<file path="src/rtl/pc_fetch_sequencer.sv">
// Owns the architectural PC, fetches over req/gnt/rvalid and hands words to decode (valid/ready). Optional: PC_MISALIGN_TRAP_EN.
// Latency: 2 cycles from IMEM_REQ to IR_VALID with GNT in the first cycle and RVALID in the next.
// Backpressure: IR is held while IR_READY=0 and no new fetch is issued until decode consumes it.
module pc_fetch_sequencer #(
  parameter logic [31:0] RESET_VECTOR = 32'h0000_0000
) (
  input  logic        CLK,
  input  logic        RST_N,
  input  logic        REDIRECT,
  input  logic [2:0]  PC_SOURCE,
  input  logic [31:0] JAL,
  input  logic [31:0] BRANCH,
  input  logic [31:0] JALR,
  input  logic [31:0] MTVEC,
  input  logic [31:0] MEPC,
  output logic        IMEM_REQ,
  output logic [31:0] IMEM_ADDR,
  input  logic        IMEM_GNT,
  input  logic        IMEM_RVALID,
  input  logic [31:0] IMEM_RDATA,
  output logic [31:0] IR,
  output logic [31:0] IR_PC,
  output logic        IR_VALID,
  input  logic        IR_READY,
  output logic        MISALIGN,
  output logic [31:0] MISALIGN_ADDR
);

  typedef enum logic [1:0] {S_REQ, S_WAIT, S_HOLD} state_t;

  state_t      state_q, state_d;
  logic [31:0] pc_q, pc_d;
  logic        req_q, req_d;
  logic [31:0] ir_q, ir_d;
  logic [31:0] ir_pc_q, ir_pc_d;
  logic        ir_vld_q, ir_vld_d;
  logic        pend_vld_q, pend_vld_d;
  logic [31:0] pend_pc_q, pend_pc_d;
  logic        stale_q, stale_d, stale_rst;
  logic        rv_live;

  logic        sel_vld;
  logic [31:0] sel_raw;
  logic [31:0] tgt;

  always_comb begin
    sel_vld = REDIRECT;
    sel_raw = 32'h0;
    case (PC_SOURCE)
      3'd1:    sel_raw = JALR & ~32'h1;
      3'd2:    sel_raw = BRANCH;
      3'd3:    sel_raw = JAL;
      3'd4:    sel_raw = MTVEC;
      3'd5:    sel_raw = MEPC;
      default: sel_vld = 1'b0;
    endcase
  end

`ifdef PC_MISALIGN_TRAP_EN
  logic        mis_hit;
  logic        mis_q, mis_d;
  logic [31:0] mis_addr_q, mis_addr_d;

  // Only the computed targets can trap; trap vectors are just word-aligned.
  always_comb begin
    mis_hit    = sel_vld && (PC_SOURCE inside {3'd1, 3'd2, 3'd3}) && sel_raw[1];
    tgt        = mis_hit ? (MTVEC & 32'hFFFF_FFFC) : (sel_raw & 32'hFFFF_FFFC);
    mis_d      = mis_hit;
    mis_addr_d = mis_hit ? sel_raw : mis_addr_q;
  end

  always_ff @(posedge CLK) begin
    if (!RST_N) begin
      mis_q      <= 1'b0;
      mis_addr_q <= 32'h0;
    end else begin
      mis_q      <= mis_d;
      mis_addr_q <= mis_addr_d;
    end
  end

  assign MISALIGN      = mis_q;
  assign MISALIGN_ADDR = mis_addr_q;
`else
  assign tgt           = sel_raw & 32'hFFFF_FFFC;
  assign MISALIGN      = 1'b0;
  assign MISALIGN_ADDR = 32'h0;
`endif

  always_comb begin
    state_d    = state_q;
    pc_d       = pc_q;
    ir_d       = ir_q;
    ir_pc_d    = ir_pc_q;
    ir_vld_d   = ir_vld_q;
    pend_vld_d = pend_vld_q;
    pend_pc_d  = pend_pc_q;
    // A response owed to a pre-reset request is consumed here and never reaches IR.
    rv_live    = IMEM_RVALID && !stale_q;
    stale_d    = stale_q && !IMEM_RVALID;

    case (state_q)
      S_REQ: begin
        if (sel_vld) begin
          pend_vld_d = 1'b1;
          pend_pc_d  = tgt;
        end
        if (req_q && IMEM_GNT) state_d = S_WAIT;
      end
      S_WAIT: begin
        if (rv_live) begin
          if (sel_vld) begin
            pc_d       = tgt;
            pend_vld_d = 1'b0;
            state_d    = S_REQ;
          end else if (pend_vld_q) begin
            pc_d       = pend_pc_q;
            pend_vld_d = 1'b0;
            state_d    = S_REQ;
          end else begin
            ir_d     = IMEM_RDATA;
            ir_pc_d  = pc_q;
            ir_vld_d = 1'b1;
            pc_d     = pc_q + 32'd4;
            state_d  = S_HOLD;
          end
        end else if (sel_vld) begin
          pend_vld_d = 1'b1;
          pend_pc_d  = tgt;
        end
      end
      S_HOLD: begin
        if (sel_vld) pc_d = tgt;
        if (IR_READY) begin
          ir_vld_d = 1'b0;
          state_d  = S_REQ;
        end
      end
      default: state_d = S_REQ;
    endcase

    req_d = (state_d == S_REQ);

    // At most one response can be in flight besides a stale one, so one bit suffices.
    stale_rst = (stale_q && !IMEM_RVALID)
             || (state_q == S_WAIT && !rv_live)
             || (state_q == S_REQ && req_q && IMEM_GNT);
  end

  always_ff @(posedge CLK) begin
    if (!RST_N) begin
      state_q    <= S_REQ;
      pc_q       <= RESET_VECTOR;
      req_q      <= 1'b0;
      ir_q       <= 32'h0;
      ir_pc_q    <= 32'h0;
      ir_vld_q   <= 1'b0;
      pend_vld_q <= 1'b0;
      pend_pc_q  <= 32'h0;
      stale_q    <= stale_rst;
    end else begin
      state_q    <= state_d;
      pc_q       <= pc_d;
      req_q      <= req_d;
      ir_q       <= ir_d;
      ir_pc_q    <= ir_pc_d;
      ir_vld_q   <= ir_vld_d;
      pend_vld_q <= pend_vld_d;
      pend_pc_q  <= pend_pc_d;
      stale_q    <= stale_d;
    end
  end

  assign IMEM_REQ  = req_q;
  assign IMEM_ADDR = pc_q;
  assign IR        = ir_q;
  assign IR_PC     = ir_pc_q;
  assign IR_VALID  = ir_vld_q;

endmodule

</file>
<file path="config.mk">
export PLATFORM = sky130hd
export DESIGN_NAME = pc_fetch_sequencer
export DESIGN_NICKNAME = d
export VERILOG_FILES = /design/src/rtl/pc_fetch_sequencer.sv
export SDC_FILE = /design/constraint.sdc
export NUM_CORES = 1
export LEC_CHECK = 0
export BUFFER_PORTS_ARGS = -buffer_cell sky130_fd_sc_hd__buf_2
export CAP_MARGIN = 20
export CORE_AREA = 2 2 128 130
export DETAILED_ROUTE_END_ITERATION = 7
export DIE_AREA = 0 0 130 132
export PLACE_DENSITY = 0.78
export SYNTH_ARGS = -nofsm -noshare
export SYNTH_HDL_FRONTEND = slang
export SYNTH_SLANG_ARGS = --single-unit
</file>
<file path="constraint.sdc">
create_clock -name CLK -period 2.9 [get_ports CLK]
set_input_delay 0.725 -clock CLK [delete_from_list [all_inputs] [get_ports CLK]]
set_output_delay 0.725 -clock CLK [all_outputs]
set_load 0.005 [all_outputs]
</file>
### Word level (Yosys, flattened, before mapping)

Cells that the tools add are included.

* register bits: 134
* output and inout bits: 131

* muxes and demuxes: 25
* reduce and logical (&&, ||, !) cells: 20
* bitwise operators: 2
* equal/unequal tests: 13
* add/sub/neg operators: 1

Operators by type and width (count)
* $mux W32: 6
* $pmux W32 S5: 1
* $pmux W32 S2: 2
* $add A32 B3 Y32 const B: 1
* $ne A2 B2 Y1 const B: 6
* $mux W2: 5
* $mux W1: 8
* $eq A3 B2 Y1 const B: 2
* $eq A3 B3 Y1 const B: 2
* $logic_and A1 B1 Y1: 6
* $pmux W2 S3: 1
* $reduce_and A5 Y1: 1
* $reduce_or A5 Y1: 1
* $logic_not A2 Y1: 2
* $pmux W1 S2: 2
* $reduce_and A4 Y1: 1
* $reduce_bool A2 Y1: 2
* $eq A3 B1 Y1 const B: 1
* $logic_not A1 Y1: 3
* $reduce_and A3 Y1: 1
* $eq A2 B1 Y1 const B: 1
* $eq A2 B2 Y1 const B: 1
* $logic_or A1 B1 Y1: 2
* $not A1 Y1: 2
* $reduce_and A2 Y1: 1

### Longest topological paths before layout

Gate-level depths: netlist of run 1.

* depth after elaboration: 7
* mapped depth: 9
* gate-level depth less buffers: 7

### Worst setup path before layout of run 1

No wires, ideal clock.

* path type: input -> register
* start point: in PC_SOURCE[0]
* end point: reg ir_q[18] (netlist: IR[18])
* buffers on the path: 3
* required time: 2.768 ns
* setup time: 0.132 ns
* arrival time: 2.267 ns
* stages: 8
* setup slack: 0.500 ns
* cell sequence: or3_1 and3_1 clkbuf_1 or3_1 clkbuf_1 clkbuf_1 nand2_1 a21oi_1

* cells in the longest elaborated chain, start to end: 5

Ends and longest elaborated chain
* start, declared: line 10 `input logic [2:0] PC_SOURCE,`
* $eq A3 B3 Y1 (tied with other cells): line 49 `case (PC_SOURCE)`
* $reduce_or A5 Y1 (no source line) *
* $mux W1 *: line 49
* $not A1 Y1 (no source line) *
* $reduce_and A4 Y1 (no source line) *
* end signal, assigned: line 165 `ir_q <= ir_d;`
* end, declared: line 34 `logic [31:0] ir_q, ir_d;`

Mark *: on every way between the ends. The rest lies on a longest branch, timed or not.
A chain may end at the register's enable or synchronous reset.

### Worst setup path in the final report of run 1

* start point: reg pc_q[3] (netlist: IMEM_ADDR[3])
* end point: reg pc_q[18] (netlist: IMEM_ADDR[18])

* cells in the longest elaborated chain, start to end: 5

Ends and longest elaborated chain
* start, declared: line 32 `logic [31:0] pc_q, pc_d;`
* start signal, assigned: line 163 `pc_q <= pc_d;`
* $add A32 B3 Y32: line 124 `pc_d = pc_q + 32'd4;`
* $mux W32: line 116 `end else if (pend_vld_q) begin`
* $mux W32: line 112 `if (sel_vld) begin`
* $mux W32: line 111 `if (rv_live) begin`
* $pmux W32 S2: line 102 `case (state_q)`

No other way between the ends. The select of a mux whose other input is x is not followed.

==> results by group, run 1 <==
Final layout
  • Fill cells: 1,467
  • Core Util, Final: 58.47%
  • Area growth, synth to finish: 34.29%
  • Nets@finish: 1,384
  • Share of cells above drive strength 1: 31.80%

Timing
  • Relative slew slack: 54.63%
  • Post-route setup slack: 525.6 ps
  • Max Fclk: 421.2 MHz
  • Tmin final: 2374 ps
  • Tcrit/Tclk final: 81.88%
  • Worst Tran Pin Value: 680.6 ps
  • Setup tns final: 0 ps
  • Hold Worst Slack: 448.1 ps
  • Setup Skew: 9.797 ps
  • Slew Limit Fails: 0
  • Final Hold Fails: 0
  • RSZ-0062 raised after global routing: no
  • Final setup vio count: 0

Route
  • Antenna Nets Post-Route: 0
  • WL final: 23,830 um
  • Number of vias per cell: 5.311
  • First-pass DRT Iterations: 5
  • WL/cell: 16.88 um
  • Routed vias: 7,499
  • Residual DRC count: 0
  • DR iter-0 viols: 565

Floorplan
  • Die ar.: 17,160 um2
  • Core box area: 15,710 um2
  • # IOs: 332
  • Die W: 130 um
  • Die height: 132 um
  • Starting Density: 43.54%
  • FP Rows: 46

Synthesis
  • Most common flop cell mapped by yosys: dfxtp_1
  • Cell Area, Synth: 6842 um2
  • Warnings, synthesis: 0
  • Library cells used by synthesis: 54
  • Area leader, netlist: dfxtp_1
  • Synthesis-stage register bit count: 128
  • Synth top area share: 37.45%
  • Ys async rst share: 0%
  • Synth top area cells: dfxtp_1 (37%), nand2_1 (9.8%), a21oi_1 (7.5%), mux2i_1 (5.3%), o21ai_0 (4.8%)
  • Register area share after synthesis: 37.45%
  • Cells after Synth: 893
  • Post-synth EDFFs: 0
  • Syn_area_per_cell: 7.661 um2

Critical path
  • Startpoint type of the worst setup path: register
  • Worst setup startpoint: IMEM_ADDR[3]
  • WP data required: 3230 ps
  • Worst stage delay on the critical path: 470 ps
  • CP delay by family, top: simple AND/OR/NAND/NOR gates
  • R2r setup slk: 530 ps
  • Critical path arrival: 2710 ps
  • CP endpoint: IMEM_ADDR[18]
  • Largest fanout on the critical path: 6
  • Nature of the critical path endpoint: register
  • Slowest library cell on the worst path: dfxtp_1
  • RR Startpoint: IMEM_ADDR[3]
  • Critical path cell sequence: ha_1, nand4_1, nor4_1, buf_4, nand3_1, xor2_1, a21o_1, a31oi_1
  • WP buf/inv: 1
  • Instance count on the critical path: 8
  • CP Class: reg -> reg
  • Worst Reg-to-Reg Cells: 8
  • Crit Reg-Reg Endpoint: IMEM_ADDR[18]

Clocking
  • CTS tree: yes
  • CTS Buf Count: 17
  • Clock Tree Buf Depth: 2
  • Sink Count: 128
  • Clock slew at reported path FFs: 60 ps
  • Worst-Skew Late Latency: 400 ps
  • Post CTS Setup Buffer Count: 0
  • Clock Tree Root: clkbuf_16
  • # hold bufs at CTS: 0
  • H-tree depth: 4
  • Post-CTS sizing: 0

Run status
  • Outcome: finished, final reports clean

GRT
  • Global-route wire length before repair: 36,670 um
  • Vias in the first global route: 6,894
  • GRT Util Overall: 27.09%
  • Antenna violations before repair: 4
  • Pin count of the biggest net entering global routing: 63
  • Total grt overflow: 0

Pwr
  • Maximum vdd drop: 0.3839 mV
  • Leak: 4.118 nW
  • Power density over the cells: 509.9 nW/um2

Run
  • Maximum capacitance violations: 0

Min path
  • Worst min path class: reg -> reg
  • Hold Crit Depth: 2

Placement
  • IO buf count: 284
  • GPL Wtd Cong: 0.9059
  • Pre-CTS WS: 211.8 ps
  • Placed wire-length estimate: 18,130 um
==> logic make-up (layout without fill, tap and decap cells) <==
logic type	Yosys count	count (layout)	synth area share (%)
simple gates	318	318	20.48
compound gates	271	271	24.74
flops	128	128	37.45
buf+inv	112	375	8.376
mux	39	39	5.761
xor+xnor	23	23	2.944
fa+ha+maj	1	1	0.1829
other cells	1	41	0.05481
==> routing by layer <==
| layer | track usage, % | up-vias | part of all wire [%] |
|---|---|---|---|
| met4 | 11.35 | 0 | 3.4 |
| met5 | 0 | - | 0 |
| met1 | 34.09 | 3398 | 41 |
| met2 | 44.68 | 379 | 48 |
| li1 | - | 3667 | - |
| met3 | 5.682 | 55 | 8.0 |
==> cell usage in the layout, fill, tap and decap left out, drive strengths merged, types with 4 or more instances in the layout <==
cell type    n
a21o         7
conb        37
clkinv       5
xnor2       12
o2bb2ai     12
inv          5
and3         4
buf        339
a22oi        7
nand3       25
nor2        57
clkbuf      23
diode        4
nand2b       9
o211ai      11
nor3        18
a21oi      102
a31oi        7
a211oi      14
a221o       17
nand4        7
xor2        11
o221ai       5
nor2b        6
o21ai       67
mux2i       36
dfxtp      128
a221oi      11
nand2      178
==> Yosys cell counts (6+ instances only) <==
cell and instances:
a221o_1 17, buf_2 10, mux2i_1 36, o211ai_1 11, nor3_1 16, nand4_1 6, xor2_1 11, a22oi_1 7
a21o_1 7, a31oi_1 7, nand3_1 25, o21ai_0 66, a211oi_1 14, nor2b_1 6, nand2b_1 9, o2bb2ai_1 12
a221oi_1 11, buf_4 37, nor2_1 57, a21oi_1 102, dfxtp_1 128, xnor2_1 12, clkbuf_1 52, nand2_1 178
==> power breakdown <==
part           internal (W)  total (W)  switching, W  leakage (nW)
logic              0.000326   0.000737      0.000411          2.80
registers           0.00183    0.00188     0.0000560          1.04
clock network       0.00134    0.00206      0.000725         0.281
==> sequential cells by signal, indices dropped and copies added, names as in the netlist <==
signal	flops
pend_pc_q	30
stale_q	1
state_q	2
IMEM_ADDR	30
IMEM_REQ	1
IR_VALID	1
pend_vld_q	1
IR_PC	30
IR	32
==> final cells by class <==
type	instances	area (um2)	area share, %
Multi-Input combinational cell	689	3862	42.04
Sequential cell	128	2562	27.89
Timing Repair Buffer	339	1884	20.51
Clock buffer	23	488.0	5.311
Tap cell	216	270.3	2.942
Clock inverter	6	82.58	0.8988
Inverter	7	27.53	0.2996
Antenna cell	4	10.01	0.1089
==> worst register-to-register path, stage by stage, from the launching register on <==
cell and delay (ps):
dfxtp_1 470, ha_1 340, nand4_1 270, nor4_1 400, buf_4 210, nand3_1 100, xor2_1 170, a21o_1 200
a31oi_1 160
==> worst min path at each step <==
stage                       start  slack [ps]       endpoint
global placement           IR[14]         440         IR[14]
floorplan           pend_pc_q[15]         430  pend_pc_q[15]
detailed placement         IR[13]         440         IR[13]
CTS                         IR[2]         450          IR[2]
finish                  IR_PC[12]         450      IR_PC[12]
global route               IR[17]         460         IR[17]
==> through the flow <==
step / std cells / cell area, um2 / total power (W)
global route: 1411 / 9185 / 0.004876
CTS: 1408 / 9178 / 0.004704
global placement: 1379 / 8607 / 0.002634
detailed placement: 1379 / 8607 / 0.002644
floorplan: 929 / 6977 / 0.002332
finish: 1412 / 9188 / 0.004684
Note: power is estimated with default switching activity, not from simulation.
==> run 2: changes to the inputs <==
--- a/config.mk
+++ b/config.mk
@@ -7,10 +7,9 @@
 export LEC_CHECK = 0
 export BUFFER_PORTS_ARGS = -buffer_cell sky130_fd_sc_hd__buf_2
 export CAP_MARGIN = 20
-export CORE_AREA = 2 2 128 130
+export CORE_UTILIZATION = 42
 export DETAILED_ROUTE_END_ITERATION = 7
-export DIE_AREA = 0 0 130 132
-export PLACE_DENSITY = 0.78
+export PLACE_DENSITY = 0.79
 export SYNTH_ARGS = -nofsm -noshare
 export SYNTH_HDL_FRONTEND = slang
 export SYNTH_SLANG_ARGS = --single-unit
==> constraint.sdc (replaced) <==
create_clock -name CLK -period 2 [get_ports CLK]
set_input_delay 0.5 -clock CLK [delete_from_list [all_inputs] [get_ports CLK]]
set_output_delay 0.5 -clock CLK [all_outputs]
set_load 0.005 [all_outputs]
==> run 2 against run 1 <==
  * Maximum frequency up 23%
  * Utilization up 3.2 points
  * Flip-flop and latch count unchanged
  * First-iteration DRC count down 19%
  * Critical endpoint is now IMEM_ADDR[31]
  * Wire length up 0.77%
  * Sequential share of layout area down 1.7 points
==> results by group, run 2 (synthesis gave the netlist of run 1 again) <==
Clocking
  • CTS Buf Count: 17 (unchanged)
  • Clock Tree Buf Depth: 2 (unchanged)
  • Worst-Skew Late Latency: 410 ps (about the same)
  • Clock slew at reported path FFs: 60 ps (about the same)
  • Sink Count: 128 (unchanged)
  • # hold bufs at CTS: 0 (unchanged)
  • Clock Tree Root: clkbuf_16
  • CTS tree: yes
  • H-tree depth: 4 (unchanged)

Placement
  • Placed wire-length estimate: 18,710 um (+3.2%)
  • GPL Wtd Cong: 0.9634 (+6.3%)
  • IO buf count: 284 (unchanged)
  • Pre-CTS WS: -286.9 ps (-498.6 ps)

Timing
  • Setup Skew: 13.60 ps (+3.806 ps)
  • Max Fclk: 517.2 MHz (+23%)
  • Tcrit/Tclk final: 96.67% (+15 points)
  • Worst Tran Pin Value: 523.1 ps (-157.5 ps)
  • Final setup vio count: 0 (unchanged)
  • Tmin final: 1933 ps (-441.0 ps)
  • Hold Worst Slack: 283.6 ps (-164.5 ps)
  • RSZ-0062 raised after global routing: yes
  • Final Hold Fails: 0 (unchanged)
  • Slew Limit Fails: 0 (unchanged)
  • Relative slew slack: 65.13% (+11 points)
  • Post-route setup slack: 66.65 ps (-459.0 ps)

Floorplan
  • FP Rows: 46 (unchanged)
  • Starting Density: 43.07% (-0.47 points)
  • Core box area: 15,890 um2 (+1.1%)
  • # IOs: 332 (unchanged)
  • Die height: 129.6 um (-1.8%)
  • Die W: 129.6 um (-0.28%)
  • Die ar.: 16,800 um2 (-2.1%)

Critical path
  • Slowest library cell on the worst path: or4b_1
  • Critical path arrival: 2280 ps (-430 ps)
  • Startpoint type of the worst setup path: register
  • Largest fanout on the critical path: 3 (-3)
  • CP Class: reg -> reg
  • WP data required: 2350 ps (-880 ps)
  • Worst stage delay on the critical path: 510 ps (+40 ps)
  • WP buf/inv: 0 (-1)
  • Nature of the critical path endpoint: register
  • Critical path cell sequence: nand4_4, nor4_4, and3_1, nand3_1, or4b_1, a31oi_1
  • CP delay by family, top: simple AND/OR/NAND/NOR gates

GRT
  • Vias in the first global route: 6,994 (+1.5%)
  • Pin count of the biggest net entering global routing: 63 (unchanged)
  • GRT Util Overall: 27.86% (+0.77 points)
  • Total grt overflow: 0 (unchanged)
  • Antenna violations before repair: 0 (-4)
  • Global-route wire length before repair: 35,910 um (-2.1%)

Route
  • First-pass DRT Iterations: 5 (unchanged)
  • Antenna Nets Post-Route: 0 (unchanged)
  • WL/cell: 16.30 um (-3.4%)
  • DR iter-0 viols: 460 (-19%)
  • WL final: 24,020 um (+0.77%)
  • Number of vias per cell: 5.226 (-1.6%)
  • Routed vias: 7,698 (+2.7%)
  • Residual DRC count: 0 (unchanged)

Final layout
  • Commonest cells after routing, fill and taps aside: buf_2 (284), nand2_1 (178), dfxtp_1 (127), buf_4 (107), a21oi_1 (102)
  • Number of diodes: 0 (-4)
  • Nets@finish: 1,446 (+4.5%)
  • Number of flip-flops under the largest register name: 32 (unchanged)
  • Core Util, Final: 61.71% (+3.2 points)
  • Area growth, synth to finish: 43.29%
  • Share of cells above drive strength 1: 36.12% (+4.3 points)
  • Most common cell after layout, fill and taps aside: buf_2
  • Fill cells: 1,502 (+2.4%)

Pwr
  • Leak: 4.465 nW (+8.4%)
  • Maximum vdd drop: 0.4990 mV (+30%)
  • Power density over the cells: 721.9 nW/um2 (+42%)

Run
  • Maximum capacitance violations: 0 (unchanged)

Min path
  • Worst min path class: in -> reg

Run status
  • Outcome: finished, final reports clean
run 2: path summary, 6_finish.rpt:
| kind | startpoint | endpoint | slack [ps] | depth (start not counted) |
|---|---|---|---|---|
| min reg2reg | IR[5] | IR[5] | 450 | 2 |
| min | IR_READY | IR_VALID | 280 | 2 |
| max reg2reg | IMEM_ADDR[9] | IMEM_ADDR[31] | 70 | 6 |
| max | IMEM_ADDR[9] | IMEM_ADDR[31] | 70 | 6 |
run 2: metal layers:
layer,track usage [%],routed length [um],vias to the layer above
met5,0,0,-
met4,13.06,791,0
met3,5.574,1744,52
met2,46.43,11440,388
met1,34.50,10040,3468
li1,-,-,3790
run 2: final cells by class:
class / count / area (um2) / share of cell area, %
multi-input combinational: 689 / 3908 / 39.86
sequential: 128 / 2564 / 26.15
timing repair buffer: 401 / 2425 / 24.74
clock buffer: 23 / 478.0 / 4.876
tap: 216 / 270.3 / 2.757
clock inverter: 9 / 131.4 / 1.340
inverter: 7 / 27.53 / 0.2808
run 2: where the power goes:
| part | switching (W) | internal, W | total [W] |
|---|---|---|---|
| clock network | 0.00111 | 0.00206 | 0.00316 |
| logic | 0.000638 | 0.000563 | 0.00120 |
| registers | 0.0000600 | 0.00265 | 0.00271 |
| total | 0.00181 | 0.00527 | 0.00708 |
run 2: metrics by stage:
step | area, um2 | setup TNS (ps) | cells | power [W]
5_1_grt | 9803 | -5.393 | 1473 | 0.007348
2_1_floorplan | 7012 | -4201 | 929 | 0.003386
3_3_place_gp | 9161 | -21760 | 1441 | 0.003922
6_report | 9803 | 0 | 1473 | 0.007076
4_1_cts | 9771 | 0 | 1473 | 0.007102
3_5_place_dp | 9161 | -23280 | 1441 | 0.003943
run 2: repair_timing:
item | in CTS | in global routing
resized for setup | 0 | 8
setup buffers | 0 | 0
setup endpoints to repair | 0 | 9
